`src/rtl/pipe_delay_pkg.sv`:
```
// Shared helpers for the pipe_delay_line elastic pipeline.
// Optional parity storage is selected with the PIPE_DELAY_LINE_PARITY_EN macro.
package pipe_delay_pkg;

    // Widest payload that even_par() accepts. Zero-extending a payload does not
    // change its parity.
    localparam int unsigned PAR_MAX_W = 1024;

    // Even-parity bit of a payload that has been zero-extended to PAR_MAX_W.
    function automatic logic even_par(input logic [PAR_MAX_W-1:0] d);
        return ^d;
    endfunction

    // Width of an occupancy counter that holds 0..depth.
    function automatic int unsigned cnt_width(input int unsigned depth);
        return $clog2(depth + 1);
    endfunction

endpackage

```
`src/rtl/pipe_delay_line_if.sv`:
```
// Ready/valid bundle of the pipe_delay_line, covering the input side, the output side
// and the status outputs.
interface pipe_delay_line_if #(
    parameter int unsigned WIDTH = 32,
    parameter int unsigned DEPTH = 4
);
    localparam int unsigned CNT_W = $clog2(DEPTH + 1);

    logic             in_valid;
    logic             in_ready;
    logic [WIDTH-1:0] in_data;
    logic             out_valid;
    logic             out_ready;
    logic [WIDTH-1:0] out_data;
    logic [CNT_W-1:0] count;
    logic             out_perr;

    // The side that feeds the pipe and consumes its output.
    modport master (
        output in_valid, in_data, out_ready,
        input  in_ready, out_valid, out_data, count, out_perr
    );

    // The pipe itself.
    modport slave (
        input  in_valid, in_data, out_ready,
        output in_ready, out_valid, out_data, count, out_perr
    );
endinterface

```
`src/rtl/pipe_delay_stage.sv`:
```
// A single pipe_delay_line register stage that holds valid, data and, when
// PIPE_DELAY_LINE_PARITY_EN is defined, parity.
// When load is high the stage takes its source values; otherwise it keeps its contents.
// Flush clears only the valid bit.
module pipe_delay_stage #(
    parameter int unsigned WIDTH = 32
) (
    input  logic             clk,
    input  logic             reset,
    input  logic             flush,
    input  logic             load,
`ifdef PIPE_DELAY_LINE_PARITY_EN
    input  logic             src_par,
    output logic             par,
`endif
    input  logic             src_valid,
    input  logic [WIDTH-1:0] src_data,
    output logic             valid,
    output logic [WIDTH-1:0] data
);
    typedef struct packed {
        logic             valid;
        logic [WIDTH-1:0] data;
`ifdef PIPE_DELAY_LINE_PARITY_EN
        logic             par;
`endif
    } stage_t;

    stage_t           stage_d;
    logic             valid_q;
    logic [WIDTH-1:0] data_q;
`ifdef PIPE_DELAY_LINE_PARITY_EN
    logic             par_q;
`endif

    // Next contents: the source entry when loading, otherwise the held entry.
    always_comb begin
        stage_d.valid = valid_q;
        stage_d.data  = data_q;
`ifdef PIPE_DELAY_LINE_PARITY_EN
        stage_d.par   = par_q;
`endif
        if (load) begin
            stage_d.valid = src_valid;
            stage_d.data  = src_data;
`ifdef PIPE_DELAY_LINE_PARITY_EN
            stage_d.par   = src_par;
`endif
        end
    end

    // Stage register. Reset clears everything; flush drops only the entry's valid bit.
    always_ff @(posedge clk) begin
        if (reset) begin
            valid_q <= 1'b0;
            data_q  <= '0;
`ifdef PIPE_DELAY_LINE_PARITY_EN
            par_q   <= 1'b0;
`endif
        end else begin
            valid_q <= flush ? 1'b0 : stage_d.valid;
            data_q  <= stage_d.data;
`ifdef PIPE_DELAY_LINE_PARITY_EN
            par_q   <= stage_d.par;
`endif
        end
    end

    assign valid = valid_q;
    assign data  = data_q;
`ifdef PIPE_DELAY_LINE_PARITY_EN
    assign par   = par_q;
`endif

endmodule

```
`src/rtl/pipe_delay_line.sv`:
```
// pipe_delay_line is an elastic pipeline with DEPTH ready/valid stages.
// - Bubbles collapse, and a flush is synchronous.
// - The ready chain is combinational, so a full pipe still moves one entry per
//   cycle when out_ready is high.
// - Defining PIPE_DELAY_LINE_PARITY_EN adds per-entry even parity, which is checked
//   at the output.
module pipe_delay_line
    import pipe_delay_pkg::*;
#(
    parameter int unsigned WIDTH = 32,
    parameter int unsigned DEPTH = 4
) (
    input  logic               clk,
    input  logic               reset,
    input  logic               flush,
    pipe_delay_line_if.slave   pipe
);
    localparam int unsigned CNT_W = cnt_width(DEPTH);

    logic [DEPTH-1:0] valid;
    logic [WIDTH-1:0] data [DEPTH];
    logic [DEPTH:0]   ready;
    logic [DEPTH-1:0] src_valid;
    logic [WIDTH-1:0] src_data [DEPTH];
`ifdef PIPE_DELAY_LINE_PARITY_EN
    logic [DEPTH-1:0] par;
    logic [DEPTH-1:0] src_par;
`endif
    logic             in_xfer;
    logic             out_xfer;
    logic [CNT_W-1:0] count_q;
    logic [CNT_W-1:0] count_d;

    // Ready chain. A stage can load if it is empty or if its successor can load.
    always_comb begin
        ready        = '0;
        ready[DEPTH] = pipe.out_ready;
        for (int i = int'(DEPTH) - 1; i >= 0; i--) begin
            ready[i] = ~valid[i] | ready[i+1];
        end
    end

    // Stage sources. Stage 0 takes the input port; every other stage takes its predecessor.
    always_comb begin
        src_valid    = '0;
        src_valid[0] = pipe.in_valid & ~flush;
        src_data[0]  = pipe.in_data;
`ifdef PIPE_DELAY_LINE_PARITY_EN
        src_par      = '0;
        src_par[0]   = even_par(PAR_MAX_W'(pipe.in_data));
`endif
        for (int i = 1; i < int'(DEPTH); i++) begin
            src_valid[i] = valid[i-1];
            src_data[i]  = data[i-1];
`ifdef PIPE_DELAY_LINE_PARITY_EN
            src_par[i]   = par[i-1];
`endif
        end
    end

    for (genvar i = 0; i < int'(DEPTH); i++) begin : g_stage
        pipe_delay_stage #(
            .WIDTH (WIDTH)
        ) u_stage (
            .clk       (clk),
            .reset     (reset),
            .flush     (flush),
            .load      (ready[i]),
`ifdef PIPE_DELAY_LINE_PARITY_EN
            .src_par   (src_par[i]),
            .par       (par[i]),
`endif
            .src_valid (src_valid[i]),
            .src_data  (src_data[i]),
            .valid     (valid[i]),
            .data      (data[i])
        );
    end

    assign in_xfer  = pipe.in_valid & pipe.in_ready;
    assign out_xfer = pipe.out_valid & pipe.out_ready;

    // Occupancy: one up for each accepted entry and one down for each consumed entry.
    always_comb begin
        count_d = count_q + CNT_W'(in_xfer) - CNT_W'(out_xfer);
    end

    // Occupancy register. Flush empties the pipe; in_ready is low during a flush,
    // so no entry can arrive in that cycle.
    always_ff @(posedge clk) begin
        if (reset || flush) begin
            count_q <= '0;
        end else begin
            count_q <= count_d;
        end
    end

    assign pipe.in_ready  = ~flush & ready[0];
    assign pipe.out_valid = valid[DEPTH-1];
    assign pipe.out_data  = data[DEPTH-1];
    assign pipe.count     = count_q;
`ifdef PIPE_DELAY_LINE_PARITY_EN
    assign pipe.out_perr  = valid[DEPTH-1] &
                            (even_par(PAR_MAX_W'(data[DEPTH-1])) != par[DEPTH-1]);
`else
    assign pipe.out_perr  = 1'b0;
`endif

endmodule
```
`src/flat_wrapper.sv`:
```
// flat-port wrapper written by rule: the top's interface ports become plain ports
module pipe_delay_line_flat import pipe_delay_pkg::*;
#(
    parameter int unsigned WIDTH = 32,
    parameter int unsigned DEPTH = 4
)
  (clk, reset, flush, pipe_in_valid, pipe_in_data, pipe_out_ready, pipe_in_ready, pipe_out_valid, pipe_out_data, pipe_count, pipe_out_perr);
  pipe_delay_line_if #(.WIDTH(WIDTH), .DEPTH(DEPTH)) pipe_i ();
  input  logic clk;
  input  logic reset;
  input  logic flush;
  input wire logic [$bits(pipe_i.in_valid)-1:0] pipe_in_valid;
  input wire logic [$bits(pipe_i.in_data)-1:0] pipe_in_data;
  input wire logic [$bits(pipe_i.out_ready)-1:0] pipe_out_ready;
  output wire logic [$bits(pipe_i.in_ready)-1:0] pipe_in_ready;
  output wire logic [$bits(pipe_i.out_valid)-1:0] pipe_out_valid;
  output wire logic [$bits(pipe_i.out_data)-1:0] pipe_out_data;
  output wire logic [$bits(pipe_i.count)-1:0] pipe_count;
  output wire logic [$bits(pipe_i.out_perr)-1:0] pipe_out_perr;
  assign pipe_i.in_valid = pipe_in_valid;
  assign pipe_i.in_data = pipe_in_data;
  assign pipe_i.out_ready = pipe_out_ready;
  assign pipe_in_ready = pipe_i.in_ready;
  assign pipe_out_valid = pipe_i.out_valid;
  assign pipe_out_data = pipe_i.out_data;
  assign pipe_count = pipe_i.count;
  assign pipe_out_perr = pipe_i.out_perr;
  pipe_delay_line #(.WIDTH(WIDTH), .DEPTH(DEPTH)) u_core (.clk(clk), .reset(reset), .flush(flush), .pipe(pipe_i));
endmodule
```
`config.mk`:
```
export PLATFORM = sky130hd
export DESIGN_NAME = pipe_delay_line_flat
export DESIGN_NICKNAME = d
export VERILOG_FILES = /design/src/rtl/pipe_delay_pkg.sv /design/src/rtl/pipe_delay_line_if.sv /design/src/rtl/pipe_delay_stage.sv /design/src/rtl/pipe_delay_line.sv /design/src/flat_wrapper.sv
export SDC_FILE = /design/constraint.sdc
export NUM_CORES = 1
export LEC_CHECK = 0
export BUFFER_PORTS_ARGS = -buffer_cell sky130_fd_sc_hd__buf_2
export CELL_PAD_IN_SITES_DETAIL_PLACEMENT = 0
export CELL_PAD_IN_SITES_GLOBAL_PLACEMENT = 1
export CORE_ASPECT_RATIO = 0.7
export CORE_UTILIZATION = 30
export CTS_CLUSTER_SIZE = 14
export DETAILED_ROUTE_END_ITERATION = 16
export PLACE_DENSITY = 0.64
export SLEW_MARGIN = 25
export SYNTH_ARGS = -nofsm -noshare
export SYNTH_HDL_FRONTEND = slang
export SYNTH_HIERARCHICAL = 1
export SYNTH_SLANG_ARGS = --single-unit
```
`constraint.sdc`:
```
create_clock -name clk -period 2.18 [get_ports clk]
set_input_delay 0.218 -clock clk [delete_from_list [all_inputs] [get_ports clk]]
set_output_delay 0.218 -clock clk [all_outputs]
set_load 0.005 [all_outputs]
```
==> metrics.md <==
| Metric | Value |
|---|---|
| Max frequency | 0.490 GHz |
| CTS max path bufs | 2 |
| Final Max Tran Viols | 0 |
| DIE AREA | 0.0174 mm2 |
| Worst-Margin Slew | 1.03 ns |
| CP arrival | ~2.4 ns |
| Final #Nets | 558 |
| Fin. Hold Viols | 0 |
| Period utilization | 0.935 |
| Worst hold path type | input pin to flop |
| Multi-input logic area | a little under 0.002 mm2 |
| Top cell type's share of synthesized area | 0.535 |
| Routability congestion estimate | 0.748 |
| Leading post-synthesis cells by cell area | dfxtp_1 (54%), mux2i_1 (26%), nor2_1 (9.5%) |
| Global-route wire length before repair | 16.6 mm |
| Number of DRC markers in iteration 0 | 165 |
| Drt pass-1 iters | 4 |
| GR Overflow Total | 0 |
| Crit path capture type | flop |
| Vias in the first global route | 3152 |
| Post-Syn Area | 0.00505 mm2 |
| Share of cells above drive strength 1 | 0.220 |
| Worst path cell trace | nand3_1, o31ai_1, ha_1, inv_1, ha_1, inv_1, fa_1, xnor3_1, nor3_2 |
| ANT nets after route | 0 |
| Io pins | 75 |
| Min cycle time layout | 2.04 ns |
| Max-cap violations | 0 |
| Clk pin slew, worst setup/hold paths | 0.06 ns |
| Die Ht | 111 um |
| CTS tree | yes |
| Pwr/cell area | 952 mW/mm2 |
| Most frequent cells in the layout | dfxtp_1 (134), mux2i_1 (132), nor2_1 (128) |
| CP startpoint kind | flop |
| Syn Nets | between 400 and 500 |
| Sequential fraction of the synthesis area | 0.535 |
| Routed wire length | 10.2 mm |
| Initial antenna violation count | 1 |
| Post-DP HPWL | 6.48 mm |
| Area Growth Syn to Fin | 20.0% |
| Later-pin clock latency in the skew report | 0.42 ns |
| Family with the most delay on the worst path | adder cells |
| Cts-stage hold buffer count | 0 |
| Cell variety after synth | 24 |
| Worst r2r src | u_core/g_stage[1].u_stage/valid |
| Yosys top cell by area | dfxtp_1 |
| Worst path bufs/invs | 2 |
| Crit-path max FO | 6 |
| Slowest cell on crit path | dfxtp_1 |
| Overall power | 0.00577 W |
| Endpoints failing setup | 0 |
| Ant. Diodes | 0 |
| H-tree levels | 4 |
| Fin Setup TNS | 0 ns |
| Register area | 0.00270 mm2 |
| Largest net degree at the start of global routing | 48 |
| Buffers on Ports | 73 |
| Setup crit start | u_core/g_stage[1].u_stage/valid |
| Most common cell after layout, fill and taps aside | dfxtp_1 |
| Fill cells | 1636 |
| WP data required | 2.52 ns |
| Clk_skew | approximately 0.0063 ns |
| CTS buffer count | 17 |
| Width of the chip | about 160 um |
| Post-DR vias/cell | 4.24 |
| Run status | completed |
| Layout Utilization | 0.370 |
| Initial Utilization | 0.308 |
| Synth warn | 6 |
| Unrepaired setup endpoints after global routing | false |
| CP Class | flop to flop |
| DRC viols | 0 |
| Post-CTS setup buffer count | 0 |
| P_leak | roughly 3.4 nW |
| Row cnt | 39 |
| All-Layer GR Usage | 0.126 |
| Max VDD drop | 420 uV |
| Synthesized area per cell | about 11 um2 |
| Mapped Cells | between 400 and 500 |
| Vias post-DR | 3206 |
| Number of synthesized register bits | between 100 and 150 |
| Core ar. | between 0.015 and 0.02 mm2 |
| WL per Instance | 13.5 um |
| Hold_sp | pipe_in_data[17] |
| Root Buffer Master | clkbuf_16 |
| Max-slew headroom | 0.309 |
| Crit-path max cell delay | approximately 0.43 ns |
| CTS sink cnt | ~140 |
where the power goes:
group / internal, W / switching, W / leakage, nW / total, W
Combinational: 0.0000954 / 0.000103 / 2.03 / 0.000198
Sequential: 0.00255 / 0.0000448 / 1.11 / 0.00260
Clock: 0.00182 / 0.00115 / 0.292 / 0.00297
Total: 0.00447 / 0.00130 / 3.43 / 0.00577
cells in the mapped netlist:
library cell / instances
a41oi_1: 1
and2_1: 1
buf_12: 12
buf_4: 1
buf_6: 4
clkbuf_1: 12
clkbuf_2: 4
conb_1: 1
dfxtp_1: 135
fa_1: 1
ha_1: 2
inv_1: 4
mux2i_1: 132
nand2_1: 1
nand3_1: 2
nand4_1: 1
nor2_1: 128
nor2b_1: 1
nor2b_2: 1
nor3_1: 5
nor3_2: 1
nor3b_1: 1
o31ai_1: 1
xnor3_1: 1
cell families (layout without fill, tap and decap cells):
kind of cell | count (synthesis) | in the layout | share of synthesized area
AO/OA/AOI/OAI | 2 | 2 | 0.00322
adder cells (fa/ha/maj) | 3 | 3 | 0.00892
other | 1 | 1 | 0.000743
buffers and inverters | 37 | 115 | 0.0739
XOR/XNOR | 1 | 1 | 0.00446
AND/OR/NAND/NOR | 142 | 142 | 0.112
multiplexers | 132 | 132 | 0.262
flip-flops | 135 | 135 | 0.535
flip-flops by register name (all words and copies together), names as in the netlist:
name and count:
u_core/pipe.count 3, u_core/g_stage.u_stage/valid 4, u_core/g_stage.u_stage/data 128
metrics by stage:
step	hold WS [ns]	worst slack (ns)	cell area, um2	std cells
global route	0.0238	0.000247	6060	756
CTS	0.00929	0.0782	6060	756
floorplan	0.287	0.331	5050	453
global placement	0.454	0.212	5440	724
detailed placement	0.462	0.0880	5440	724
finish	0.0324	0.141	6060	756
layer usage:
layer / share of wire / routed length (um) / global-route usage / vias up
met1: 0.52 / 5330 / 0.172 / 1477
met4: 0.013 / 138 / 0.0570 / 2
li1: - / - / - / 1649
met5: 0.00098 / 10 / 0 / -
met2: 0.40 / 4110 / 0.170 / 65
met3: 0.064 / 656 / 0.0553 / 13
layout make-up:
type	instances	share of cell area
inverters	4	0.00248
clock buffers	17	0.0702
clock inverters	15	0.0316
multi-input cells	281	0.327
flip-flops and latches	135	0.446
repair buffers	79	0.0764
well taps	225	0.0464
worst paths after layout:
kind / to / cells past startpoint / slack (ns)
worst max-delay path: u_core/pipe.count[2] / 9 / 0.14
worst min-delay path: u_core/g_stage[0].u_stage/data[17] / 3 / 0.03
worst max register to register: u_core/pipe.count[2] / 9 / 0.14
worst min register to register: u_core/g_stage[3].u_stage/data[21] / 2 / 0.49
what timing repair did:
action                                 4_1_cts  5_1_grt
endpoints found under the hold margin        0        0
resized for setup                            0        1
setup endpoints to repair                    0        1
worst register-to-register path, stage by stage (launching register included):
cell and delay [ns]:
dfxtp_1 0.43, nand3_1 0.10, o31ai_1 0.23, ha_1 0.27, inv_1 0.07, ha_1 0.14
inv_1 0.05, fa_1 0.36, xnor3_1 0.20, nor3_2 0.11
(Power assumes the default switching activity.)
